File: src/rtl/spdif_pkg.sv
// Shared S/PDIF framing constants: preambles, frame geometry, slot map
// and channel-status bit positions.
package spdif_pkg;

    localparam int DATA_W           = 16;
    localparam int CELLS_PER_FRAME  = 128;
    localparam int FRAMES_PER_BLOCK = 192;

    localparam logic [6:0] LAST_CELL  = 7'(CELLS_PER_FRAME - 1);
    localparam logic [7:0] LAST_FRAME = 8'(FRAMES_PER_BLOCK - 1);

    // Preamble half-cell patterns, first-transmitted cell in the MSB,
    // written for a line that was low before the preamble.
    localparam logic [7:0] PRE_B = 8'b11101000;
    localparam logic [7:0] PRE_M = 8'b11100010;
    localparam logic [7:0] PRE_W = 8'b11100100;

    localparam logic [4:0] SLOT_AUX        = 5'd4;
    localparam logic [4:0] SLOT_AUDIO      = 5'd12;
    localparam logic [4:0] SLOT_AUDIO_LAST = 5'd27;
    localparam logic [4:0] SLOT_V          = 5'd28;
    localparam logic [4:0] SLOT_U          = 5'd29;
    localparam logic [4:0] SLOT_C          = 5'd30;
    localparam logic [4:0] SLOT_P          = 5'd31;

    localparam logic [7:0] CS_COPY_BIT   = 8'd2;
    localparam logic [7:0] CS_RATE_FIRST = 8'd24;

    function automatic logic [7:0] preamble_sel(input logic right, input logic block_start);
        if (right) return PRE_W;
        return block_start ? PRE_B : PRE_M;
    endfunction

endpackage

File: src/rtl/spdif_channel_status.sv
// Consumer channel-status block: returns the C bit carried by a given
// frame of the 192-frame block.
module spdif_channel_status
    import spdif_pkg::*;
#(
    parameter bit         CopyPermit     = 1'b1,
    parameter logic [3:0] SampleRateCode = 4'b0100
) (
    input  logic [7:0] frame_idx,
    output logic       c_bit
);

    logic [7:0] rate_off;

    assign rate_off = frame_idx - CS_RATE_FIRST;

    // Sample-rate code goes out MSB first, so offset k selects bit 3-k.
    always_comb begin
        c_bit = 1'b0;
        if (frame_idx == CS_COPY_BIT) begin
            c_bit = CopyPermit;
        end else if (rate_off < 8'd4) begin
            c_bit = SampleRateCode[~rate_off[1:0]];
        end
    end

endmodule

File: src/rtl/spdif_transmitter.sv
// Stereo 16-bit S/PDIF transmitter: single-entry sample buffer, frame and
// cell counters, and a biphase-mark line encoder advanced by Cell_Ena.
module spdif_transmitter
    import spdif_pkg::*;
#(
    parameter bit         CopyPermit     = 1'b1,
    parameter logic [3:0] SampleRateCode = 4'b0100
) (
    input  logic                     Clk,
    input  logic                     Reset,
    input  logic                     Cell_Ena,
    input  logic                     Enable,
    input  logic                     Sample_Valid,
    input  logic signed [DATA_W-1:0] Left,
    input  logic signed [DATA_W-1:0] Right,
    output logic                     S_PDIF_Out,
    output logic                     nS_PDIF,
    output logic                     Frame_Start,
    output logic                     Underrun,
    output logic                     Overrun
);

    logic [6:0]               cell_p0;
    logic [7:0]               frame_p0;
    logic                     fresh_p0;
    logic                     pend_vld_p0;
    logic signed [DATA_W-1:0] pend_l_p0;
    logic signed [DATA_W-1:0] pend_r_p0;
    logic signed [DATA_W-1:0] tx_l_p0;
    logic signed [DATA_W-1:0] tx_r_p0;
    logic                     tx_v_p0;
    logic                     pre_pol_p0;

    logic lvl_p1;
    logic nlvl_p1;
    logic fs_p1;
    logic und_p1;
    logic ovr_p1;

    logic                     subframe;
    logic                     half;
    logic [4:0]               slot;
    logic [3:0]               aidx;
    logic [2:0]               pre_idx;
    logic [7:0]               pre_pat;
    logic                     pre_ref;
    logic signed [DATA_W-1:0] sample;
    logic                     c_bit;
    logic                     parity;
    logic                     slot_bit;
    logic                     next_lvl;
    logic                     xfer;

    assign subframe = cell_p0[6];
    assign slot     = cell_p0[5:1];
    assign half     = cell_p0[0];
    assign aidx     = slot[3:0] - SLOT_AUDIO[3:0];
    assign pre_idx  = {slot[1:0], half};
    assign sample   = subframe ? tx_r_p0 : tx_l_p0;
    assign parity   = ^{sample, tx_v_p0, c_bit};
    assign pre_pat  = preamble_sel(subframe, frame_p0 == 8'd0);

    // A fresh start (after reset or enable) loads on its first cell so
    // frame 0 still gets a sample or an underrun decision.
    assign xfer = Cell_Ena && (cell_p0 == LAST_CELL || fresh_p0);

    spdif_channel_status #(
        .CopyPermit    (CopyPermit),
        .SampleRateCode(SampleRateCode)
    ) u_channel_status (
        .frame_idx(frame_p0),
        .c_bit    (c_bit)
    );

    always_comb begin
        slot_bit = 1'b0;
        if (slot >= SLOT_AUDIO && slot <= SLOT_AUDIO_LAST) begin
            slot_bit = sample[aidx];
        end else begin
            case (slot)
                SLOT_V:  slot_bit = tx_v_p0;
                SLOT_U:  slot_bit = 1'b0;
                SLOT_C:  slot_bit = c_bit;
                SLOT_P:  slot_bit = parity;
                default: slot_bit = 1'b0;
            endcase
        end
    end

    // Preamble polarity follows the line level just before the preamble.
    always_comb begin
        pre_ref  = (pre_idx == 3'd0) ? lvl_p1 : pre_pol_p0;
        next_lvl = lvl_p1;
        if (slot < SLOT_AUX) begin
            next_lvl = pre_pat[~pre_idx] ^ pre_ref;
        end else if (!half) begin
            next_lvl = ~lvl_p1;
        end else begin
            next_lvl = lvl_p1 ^ slot_bit;
        end
    end

    // p0 -> p1: counters and buffers advance, line level registered
    always_ff @(posedge Clk) begin
        fs_p1  <= 1'b0;
        und_p1 <= 1'b0;
        ovr_p1 <= 1'b0;
        if (Reset) begin
            cell_p0     <= '0;
            frame_p0    <= '0;
            fresh_p0    <= 1'b1;
            pend_vld_p0 <= 1'b0;
            pend_l_p0   <= '0;
            pend_r_p0   <= '0;
            tx_l_p0     <= '0;
            tx_r_p0     <= '0;
            tx_v_p0     <= 1'b0;
            pre_pol_p0  <= 1'b0;
            lvl_p1      <= 1'b0;
            nlvl_p1     <= 1'b1;
        end else if (!Enable) begin
            cell_p0     <= '0;
            frame_p0    <= '0;
            fresh_p0    <= 1'b1;
            pend_vld_p0 <= 1'b0;
            lvl_p1      <= 1'b0;
            nlvl_p1     <= 1'b1;
        end else begin
            if (Cell_Ena) begin
                lvl_p1   <= next_lvl;
                nlvl_p1  <= ~next_lvl;
                fs_p1    <= (cell_p0 == 7'd0);
                fresh_p0 <= 1'b0;
                cell_p0  <= cell_p0 + 7'd1;
                if (cell_p0[5:0] == 6'd0) begin
                    pre_pol_p0 <= lvl_p1;
                end
                if (cell_p0 == LAST_CELL) begin
                    frame_p0 <= (frame_p0 == LAST_FRAME) ? 8'd0 : frame_p0 + 8'd1;
                end
            end
            if (xfer) begin
                pend_vld_p0 <= 1'b0;
                if (Sample_Valid) begin
                    tx_l_p0 <= Left;
                    tx_r_p0 <= Right;
                    tx_v_p0 <= 1'b0;
                end else if (pend_vld_p0) begin
                    tx_l_p0 <= pend_l_p0;
                    tx_r_p0 <= pend_r_p0;
                    tx_v_p0 <= 1'b0;
                end else begin
                    tx_l_p0 <= '0;
                    tx_r_p0 <= '0;
                    tx_v_p0 <= 1'b1;
                    und_p1  <= 1'b1;
                end
            end else if (Sample_Valid) begin
                pend_l_p0   <= Left;
                pend_r_p0   <= Right;
                pend_vld_p0 <= 1'b1;
                ovr_p1      <= pend_vld_p0;
            end
        end
    end

    assign S_PDIF_Out  = lvl_p1;
    assign nS_PDIF     = nlvl_p1;
    assign Frame_Start = fs_p1;
    assign Underrun    = und_p1;
    assign Overrun     = ovr_p1;

endmodule

File: config.mk
export PLATFORM = sky130hd
export DESIGN_NAME = spdif_transmitter
export DESIGN_NICKNAME = d
export VERILOG_FILES = /design/src/rtl/spdif_pkg.sv /design/src/rtl/spdif_channel_status.sv /design/src/rtl/spdif_transmitter.sv
export SDC_FILE = /design/constraint.sdc
export NUM_CORES = 1
export LEC_CHECK = 0
export ABC_AREA = 0
export BUFFER_PORTS_ARGS = -buffer_cell sky130_fd_sc_hd__buf_2
export CORE_MARGIN = 4
export CORE_UTILIZATION = 55
export DETAILED_ROUTE_END_ITERATION = 12
export PLACE_DENSITY = 0.71
export SLEW_MARGIN = 10
export SYNTH_ARGS = -nofsm -noshare
export SYNTH_HDL_FRONTEND = slang
export SYNTH_HIERARCHICAL = 1
export SYNTH_SLANG_ARGS = --single-unit
File: constraint.sdc
create_clock -name Clk -period 6.2 [get_ports Clk]
set_clock_uncertainty 0.1 [all_clocks]
set_input_delay 0.62 -clock Clk [delete_from_list [all_inputs] [get_ports Clk]]
set_output_delay 0.62 -clock Clk [all_outputs]
set_load 0.02 [all_outputs]
==> results_dict.tcl, run 1 <==
set metrics [dict create \
    floorplan.initialDensity 0.5762 \
    finalMaxSlewViolations 0 \
    cts_root_buffer "sky130_fd_sc_hd__clkbuf_8" \
    grt_start_max_net_pins 70 \
    area_taken_by_flip_flops_and_latches_mm2 0.001762 \
    pin_count 42 \
    r2r_setup_slack_ps 3070 \
    path_max_fanout 19 \
    ctsHoldBuffers 0 \
    fillCellCount 717 \
    final-hold-violation-count 0 \
    status "finished clean" \
    antenna_violating_nets_remaining 0 \
    cp-end-kind "register" \
    port_buffers 41 \
    final.min_clock_period_ps 3134 \
    aggregate_negative_setup_slack_ps 0 \
    total_die_area_mm2 0.009736 \
    detail_route.wl_per_cell_um 14.77 \
    ys_warn_count 6 \
    setup_viol 0 \
    drt-total-wl_um 10110 \
    powerDensity_mw_per_mm2 241.4 \
    timing.critical_path.from "cell_p0[2]" \
    avgSynthCellArea_um2 8.075 \
    final_min_period_over_clock_period 0.5055 \
    post-route-cell-area_mm2 0.004960 \
    grt_first_pass_wirelength_um 17370 \
    dpl_worst_slack_ps 2863 \
    synth_async_sr_flop_share 0 \
    dieHeight_um 98.67 \
    synth_top_cell_by_area "sky130_fd_sc_hd__dfxtp_1" \
    worstHoldStart "pend_l_p0[7]" \
    hp-class "reg -> reg" \
    max_freq_mhz 319.1 \
    worst_r2r_startpoint "cell_p0[2]" \
    insertion_delay_ps 350 \
    grt_use_total 0.2163 \
    drtPass1Iterations 5 \
    antenna_cells_inserted 0 \
    h_tree_levels 3 \
    worstReg2RegEnd "nS_PDIF" \
    worst_hold_path.endpoint "pend_l_p0[7]" \
    worst-endpoint-arrival_ps 3300 \
    worst_slew_margin_rel 0.3808 \
    post-route-worst-setup-slack_ps 3066 \
    layout.cells.most_common_list "105 x sky130_fd_sc_hd__nand2_1, 89 x sky130_fd_sc_hd__nor2_1, 88 x sky130_fd_sc_hd__dfxtp_1, 65 x sky130_fd_sc_hd__a21oi_1, 41 x sky130_fd_sc_hd__buf_2" \
    core_region_area_mm2 0.007848 \
    commonest_non_fill_non_tap_cell_in_the_layout "sky130_fd_sc_hd__nand2_1" \
    core.rowCount 32 \
    detail_route.vias_per_cell 5.658 \
    timing.critical_path.from_type "register" \
    required_time_of_the_worst_setup_path_ps 6360 \
    gr-total-overflow 0 \
    synthToLayoutAreaGrowth_pct 9.685 \
    placement.cell_area_mm2 0.004737 \
    post_synth_cell_types 48 \
    grt_pass1_vias 3617 \
    routability_congestion_estimate 0.8195 \
    hpwl_um 6932 \
    synth_top_area_frac 0.3896 \
    cts_tree "done" \
    inserted_clock_buffers 9 \
    synth_edf_count 0 \
    finish.cell_count_without_fillers 684 \
    grt_setup_unrepaired "no" \
    die_w_um 98.67 \
    worstSetupPathType "reg -> reg" \
    cts.path.max_buffers 2 \
    min_delay_path_depth 2 \
    netlist_area_mm2 0.004522 \
    vdd_ir_drop_max_uv 139.7 \
    post_synth_inst_count 560 \
    timing.max_cap.violations 0 \
    detailedRoute.firstIterationViolations 205 \
    multi_input_area_mm2 0.002580 \
    cts_setup_buffers 0 \
    share_of_layout_cells_above_drive_strength_1 0.1220 \
    drcViolationCount 0 \
    clock_sinks 88 \
    cts.reportedPaths.clkPinSlew_ps 80 \
    synth_ff_type "sky130_fd_sc_hd__dfxtp_1" \
    seq_cells_post_synth 88 \
    finalNetCount 621 \
    post_cts_resize_count 0 \
    p_leak_nw 1.870 \
    synth_sequential_area_ratio 0.3896 \
    syn_nets 604 \
    antenna_violations_before_repair 0 \
    routed-via-count 3870 \
    max_slew.worst_pin.slew_ps 927.5 \
    post-place-cells 668 \
    largest_cells_by_area_after_synthesis "sky130_fd_sc_hd__dfxtp_1 39%, sky130_fd_sc_hd__nand2_1 8.7%, sky130_fd_sc_hd__nor2_1 7.4%" \
    timing.reg2reg.worst_path_depth 7 \
]
## cells by family (layout without fill, tap and decap cells)
logic type,Yosys count,after routing,share of synthesized area
mux,25,25,0.08439
buf+inv,47,69,0.04178
xor+xnor,35,35,0.07388
simple gates,232,232,0.2153
flops,88,88,0.3896
fa+ha+maj,7,7,0.01937
compound gates,126,126,0.1757
## synthesized netlist by cell type, types with 4 or more instances
library cell and instances:
sky130_fd_sc_hd__dfxtp_1 88, sky130_fd_sc_hd__o21ai_0 7, sky130_fd_sc_hd__a21oi_1 65, sky130_fd_sc_hd__nand4_1 5, sky130_fd_sc_hd__a22oi_1 4, sky130_fd_sc_hd__inv_1 7, sky130_fd_sc_hd__nand2b_1 7, sky130_fd_sc_hd__clkbuf_1 29
sky130_fd_sc_hd__buf_1 6, sky130_fd_sc_hd__nor2_1 89, sky130_fd_sc_hd__mux4_1 5, sky130_fd_sc_hd__xor2_1 24, sky130_fd_sc_hd__nor2b_1 4, sky130_fd_sc_hd__ha_1 7, sky130_fd_sc_hd__xnor2_1 9, sky130_fd_sc_hd__buf_2 4
sky130_fd_sc_hd__a211oi_1 35, sky130_fd_sc_hd__nand3_1 4, sky130_fd_sc_hd__mux4_2 4, sky130_fd_sc_hd__mux2i_1 16, sky130_fd_sc_hd__nand2_1 105
## worst max path at each step
stage,cells after the start,end,slack (ps)
final,7,nS_PDIF,3070
after global routing,7,nS_PDIF,2820
after CTS,8,pend_r_p0[15],2860
after detailed placement,8,pend_r_p0[15],2860
after global placement,8,pend_l_p0[15],2990
after floorplan,10,nS_PDIF,3690
## flip-flops by register name, summed over array words and instances (netlist names)
signal and cells:
Frame_Start 1, Overrun 1, S_PDIF_Out 1, Underrun 1, cell_p0 7, frame_p0 8
fresh_p0 1, nS_PDIF 1, pend_l_p0 16, pend_r_p0 16, pend_vld_p0 1, pre_pol_p0 1
tx_l_p0 16, tx_r_p0 16, tx_v_p0 1
## stage by stage
stage                       util  hold WS, ps  power (mW)
after floorplan                -        330.2      0.7262
after global placement    0.6036        341.6      0.7657
after detailed placement  0.6036        346.5      0.7707
after CTS                 0.6319        358.4       1.208
after global routing      0.6320        371.0       1.251
final                     0.6320        356.0       1.197
## worst max-delay path, stage by stage, from the launching register on
cell,delay (ps)
sky130_fd_sc_hd__dfxtp_1,840
sky130_fd_sc_hd__mux4_1,660
sky130_fd_sc_hd__mux4_2,460
sky130_fd_sc_hd__or2_0,230
sky130_fd_sc_hd__o2111ai_2,100
sky130_fd_sc_hd__o311ai_2,190
sky130_fd_sc_hd__a22o_1,250
sky130_fd_sc_hd__a211oi_1,220
## routing by layer
layer  vias up  global-route usage  part of all wire
met5         -                   0                 0
met4         0             0.05987             0.016
met1      1816              0.2852              0.45
met2        79              0.3645              0.49
li1       1960                   -                 -
met3        15             0.03963             0.035
## final cells by class
class                   count  share of cell area
clock inverters             4             0.01539
inverters                   7            0.005298
flip-flops and latches     88              0.3552
multi-input cells         425              0.5202
repair buffers             46             0.04894
well taps                 102             0.02573
clock buffers              12             0.02926
## where the power goes
group / switching [mW] / total, mW / leakage, nW / internal (mW)
Clock: 0.201 / 0.441 / 0.107 / 0.240
Sequential: 0.0231 / 0.613 / 0.718 / 0.589
Combinational: 0.0782 / 0.144 / 1.04 / 0.0659
Total: 0.302 / 1.20 / 1.87 / 0.895
No activity file was read; power rests on OpenSTA's default activity.
==> run 2: changes to the inputs <==
- clock period: 6.2 -> 3.1 ns (I/O delays scaled with it)
==> results_dict.tcl, run 2 (same netlist as run 1, synthesis figures left out) <==
set metrics [dict create \
    status "finished clean" \
    core.rowCount 32 \
    powerDensity_mw_per_mm2 441.7 \
    grt_setup_unrepaired "no" \
    worstReg2RegEnd "S_PDIF_Out" \
    fin_util 0.6315 \
    routability_congestion_estimate 0.9074 \
    grt_pass1_vias 3593 \
    share_of_layout_cells_above_drive_strength_1 0.1293 \
    worst_r2r_startpoint "cell_p0[2]" \
    finalMaxSlewViolations 0 \
    hp-class "in -> reg" \
    cp-end-kind "register" \
    fin_worst_hold_slack_ps 102.4 \
    post-route-cell-area_mm2 0.004956 \
    hpwl_um 6915 \
    clock_sinks 88 \
    grt_start_max_net_pins 68 \
    worstSetupPathType "reg -> reg" \
    cts_root_buffer "sky130_fd_sc_hd__clkbuf_8" \
    share_seq_of_total_power 0.559 \
    core_region_area_mm2 0.007848 \
    finish.cell_count_without_fillers 690 \
    inserted_clock_buffers 9 \
    dieHeight_um 98.67 \
    drtPass1Iterations 4 \
    final_min_period_over_clock_period 0.9039 \
    die_w_um 98.67 \
    port_buffers 41 \
    cts_setup_buffers 0 \
    max_freq_mhz 356.9 \
    timing.critical_path.from_type "register" \
    max_slew.worst_pin.slew_ps 712.2 \
    floorplan.initialDensity 0.5762 \
    post-place-cells 675 \
    layout.cells.most_common_list "105 x sky130_fd_sc_hd__nand2_1, 89 x sky130_fd_sc_hd__nor2_1, 88 x sky130_fd_sc_hd__dfxtp_1, 65 x sky130_fd_sc_hd__a21oi_1, 41 x sky130_fd_sc_hd__buf_2" \
    antenna_violating_nets_remaining 0 \
    worst_hold_path.endpoint "pend_r_p0[8]" \
    detail_route.vias_per_cell 5.594 \
    grt_first_pass_wirelength_um 16800 \
    cts_tree "done" \
    synthToLayoutAreaGrowth_pct 9.601 \
    antenna_cells_inserted 0 \
    path_max_fanout 9 \
    placement.cell_area_mm2 0.004802 \
    drt-total-wl_um 9762 \
    gr-total-overflow 0 \
    clkPwrFrac 0.308 \
    routed-via-count 3860 \
    total_die_area_mm2 0.009736 \
    cts.path.max_buffers 2 \
    post_cts_resize_count 0 \
    grt_use_total 0.2097 \
    r2r_setup_slack_ps 300 \
    detailedRoute.firstIterationViolations 186 \
    h_tree_levels 3 \
    internal_power_mw 1.599 \
    ctsHoldBuffers 0 \
    detail_route.wl_per_cell_um 14.15 \
    drcViolationCount 0 \
    worst_slew_margin_rel 0.5252 \
    cts.reportedPaths.clkPinSlew_ps 90 \
    insertion_delay_ps 350 \
    final.min_clock_period_ps 2802 \
    pin_count 42 \
    finalNetCount 628 \
    worst-endpoint-arrival_ps 2960 \
    final-hold-violation-count 0 \
    aggregate_negative_setup_slack_ps 0 \
    worstHoldStart "Right[8]" \
    timing.reg2reg.worst_path_depth 7 \
    swShare 0.2697 \
    commonest_non_fill_non_tap_cell_in_the_layout "sky130_fd_sc_hd__nand2_1" \
    antenna_violations_before_repair 0 \
    p_leak_nw 1.882 \
    setup_viol 0 \
    vdd_ir_drop_max_uv 260.2 \
    switchingPower_uw 590.4 \
    comb_power_share 0.134 \
    required_time_of_the_worst_setup_path_ps 3260 \
    timing.max_cap.violations 0 \
    min_delay_path_depth 3 \
]
[run 2: critical path: stages (launching register included)]
cell,delay (ps)
sky130_fd_sc_hd__dfxtp_1,570
sky130_fd_sc_hd__mux4_1,610
sky130_fd_sc_hd__mux4_2,450
sky130_fd_sc_hd__or2_0,230
sky130_fd_sc_hd__o2111ai_2,100
sky130_fd_sc_hd__o311ai_2,160
sky130_fd_sc_hd__a41o_1,270
sky130_fd_sc_hd__a211oi_1,220
[run 2: metal layers]
metal / wire [um] / global-route usage
met5: 0 / 0
met4: 174 / 0.08718
met3: 366 / 0.03751
met2: 4691 / 0.3500
met1: 4530 / 0.2678
[run 2: worst max-delay path by stage]
| stage | end | startpoint | cells after the start |
|---|---|---|---|
| after CTS | S_PDIF_Out | cell_p0[2] | 7 |
| after detailed placement | S_PDIF_Out | cell_p0[2] | 7 |
| after global placement | S_PDIF_Out | cell_p0[2] | 7 |
| final | S_PDIF_Out | cell_p0[2] | 7 |
| after floorplan | nS_PDIF | frame_p0[3] | 10 |
| after global routing | nS_PDIF | frame_p0[0] | 9 |
[run 2: through the flow]
stage | setup slack (ps) | total power [mW]
6_report | 298.0 | 2.189
5_1_grt | 49.05 | 2.301
4_1_cts | 280.0 | 2.215
3_5_place_dp | 287.7 | 1.544
3_3_place_gp | 395.0 | 1.537
2_1_floorplan | 594.7 | 1.452
[run 2: area by class of cell]
class	instances	area, um2
clock inverters	4	22.52
inverters	7	26.28
clock buffers	11	131.4
flip-flops and latches	88	1762
fillers	731	2892
well taps	102	127.6
repair buffers	53	307.8
multi-input cells	425	2579
[run 2: power groups by stage]
stage	sequential (mW)	combinational, mW	clock (mW)
6_report	1.22	0.293	0.673
5_1_grt	1.23	0.329	0.741
4_1_cts	1.22	0.295	0.697
3_5_place_dp	1.25	0.294	0
3_3_place_gp	1.25	0.288	0
2_1_floorplan	1.24	0.215	0
==> run 3: changes to the inputs <==
- CELL_PAD_IN_SITES_DETAIL_PLACEMENT: default -> 0
- CELL_PAD_IN_SITES_GLOBAL_PLACEMENT: default -> 1
- CORE_UTILIZATION: 55 -> 44
- PLACE_DENSITY: 0.71 -> 0.75
==> results_dict.tcl, run 3 (same netlist as run 1, synthesis figures left out) <==
set metrics [dict create \
    status "finished clean" \
    detail_route.vias_per_cell 5.293 \
    pin_count 42 \
    worst_slew_margin_rel 0.4999 \
    r2r_setup_slack_ps 310 \
    worstSetupPathType "reg -> reg" \
    worst-endpoint-arrival_ps 2920 \
    worstReg2RegEnd "nS_PDIF" \
    h_tree_levels 3 \
    setup_viol 0 \
    path_max_fanout 9 \
    routed-via-count 3811 \
    cts.path.max_buffers 2 \
    powerDensity_mw_per_mm2 465.2 \
    core.rowCount 36 \
    core_region_area_mm2 0.009910 \
    floorplan.initialDensity 0.4563 \
    die_w_um 109.4 \
    vdd_ir_drop_max_uv 208.4 \
    detail_route.wl_per_cell_um 14.55 \
    grt_start_max_net_pins 68 \
    final-hold-violation-count 0 \
    cts_tree "done" \
    grt_use_total 0.1894 \
    gr-total-overflow 0 \
    post-route-cell-area_mm2 0.005041 \
    antenna_violations_before_repair 0 \
    cp-end-kind "register" \
    max_freq_mhz 358.5 \
    port_buffers 41 \
    cts_setup_buffers 0 \
    hpwl_um 7337 \
    area_taken_by_flip_flops_and_latches_mm2 0.001762 \
    inserted_clock_buffers 9 \
    final.min_clock_period_ps 2790 \
    ctsHoldBuffers 0 \
    timing.critical_path.from_type "register" \
    timing.critical_path.from "frame_p0[3]" \
    max_slew.worst_pin.slew_ps 750.1 \
    aggregate_negative_setup_slack_ps 0 \
    worst_setup_path_endpoint "nS_PDIF" \
    timing.reg2reg.worst_path_depth 10 \
    timing.max_cap.violations 0 \
    hp-class "in -> reg" \
    share_of_layout_cells_above_drive_strength_1 0.1346 \
    antenna_violating_nets_remaining 0 \
    insertion_delay_ps 350 \
    grt_first_pass_wirelength_um 17950 \
    dieHeight_um 109.4 \
    total_die_area_mm2 0.01196 \
    clock_sinks 88 \
    p_leak_nw 1.908 \
    placement.cell_area_mm2 0.004826 \
    cts_root_buffer "sky130_fd_sc_hd__clkbuf_8" \
    multi_input_area_mm2 0.002590 \
    routability_congestion_estimate 0.8867 \
    finalNetCount 626 \
    commonest_non_fill_non_tap_cell_in_the_layout "sky130_fd_sc_hd__nand2_1" \
    finish.cell_count_without_fillers 720 \
    drcViolationCount 0 \
    post_cts_resize_count 0 \
    drtPass1Iterations 4 \
    post-place-cells 704 \
    antenna_cells_inserted 0 \
    worstHoldStart "Left[15]" \
    required_time_of_the_worst_setup_path_ps 3230 \
    detailedRoute.firstIterationViolations 197 \
    layout.cells.most_common_list "105 x sky130_fd_sc_hd__nand2_1, 89 x sky130_fd_sc_hd__nor2_1, 88 x sky130_fd_sc_hd__dfxtp_1, 65 x sky130_fd_sc_hd__a21oi_1, 41 x sky130_fd_sc_hd__buf_2" \
    fin_worst_hold_slack_ps 91.82 \
    drt-total-wl_um 10480 \
    worst_r2r_startpoint "frame_p0[3]" \
    grt_pass1_vias 3746 \
    finalMaxSlewViolations 0 \
    synthToLayoutAreaGrowth_pct 11.48 \
    grt_setup_unrepaired "no" \
    fillCellCount 975 \
    cts.reportedPaths.clkPinSlew_ps 100 \
    final_min_period_over_clock_period 0.8998 \
]
==> run 3: area by class of cell <==
cell class                 count  area share
multi-input combinational    425      0.5138
sequential                    88      0.3495
timing repair buffer          51     0.05808
tap                          133     0.03301
clock buffer                  10     0.02730
clock inverter                 6     0.01315
inverter                       7    0.005212
==> run 3: power by group <==
| group | switching, mW | internal, mW |
|---|---|---|
| combinational | 0.161 | 0.137 |
| sequential | 0.0454 | 1.18 |
| clock | 0.425 | 0.398 |
| total | 0.631 | 1.71 |
==> run 3: stage by stage <==
stage | total power, mW | util | setup WS [ps]
2_1_floorplan | 1.452 | - | 594.7
3_3_place_gp | 1.542 | 0.4870 | 400.4
3_5_place_dp | 1.549 | 0.4870 | 327.6
4_1_cts | 2.375 | 0.5076 | 301.2
5_1_grt | 2.467 | 0.5087 | 37.32
6_report | 2.345 | 0.5087 | 310.5
==> run 3: metal layers <==
metal,part of all wire,up-vias,global-route usage
met4,0.020,0,0.07124
met2,0.46,67,0.3117
met1,0.48,1756,0.2429
met3,0.035,15,0.04228
li1,-,1973,-
met5,0,-,0
==> run 3: how the worst min path moves through the flow <==
stage,cells past startpoint,endpoint
2_1_floorplan,2,fresh_p0
3_3_place_gp,2,pend_r_p0[8]
3_5_place_dp,2,pend_r_p0[5]
4_1_cts,3,pend_r_p0[5]
5_1_grt,3,pend_r_p0[1]
6_report,3,pend_l_p0[15]
==> run 3: critical path, cell delays in order, from the launching register on <==
cell and delay (ps):
sky130_fd_sc_hd__dfxtp_1 520, sky130_fd_sc_hd__ha_1 290, sky130_fd_sc_hd__nor2_1 90, sky130_fd_sc_hd__o2111ai_1 120, sky130_fd_sc_hd__a21oi_1 240, sky130_fd_sc_hd__xnor2_1 170
sky130_fd_sc_hd__xnor2_1 140, sky130_fd_sc_hd__xnor3_1 440, sky130_fd_sc_hd__mux2i_2 200, sky130_fd_sc_hd__nor4_1 290, sky130_fd_sc_hd__a211oi_1 70
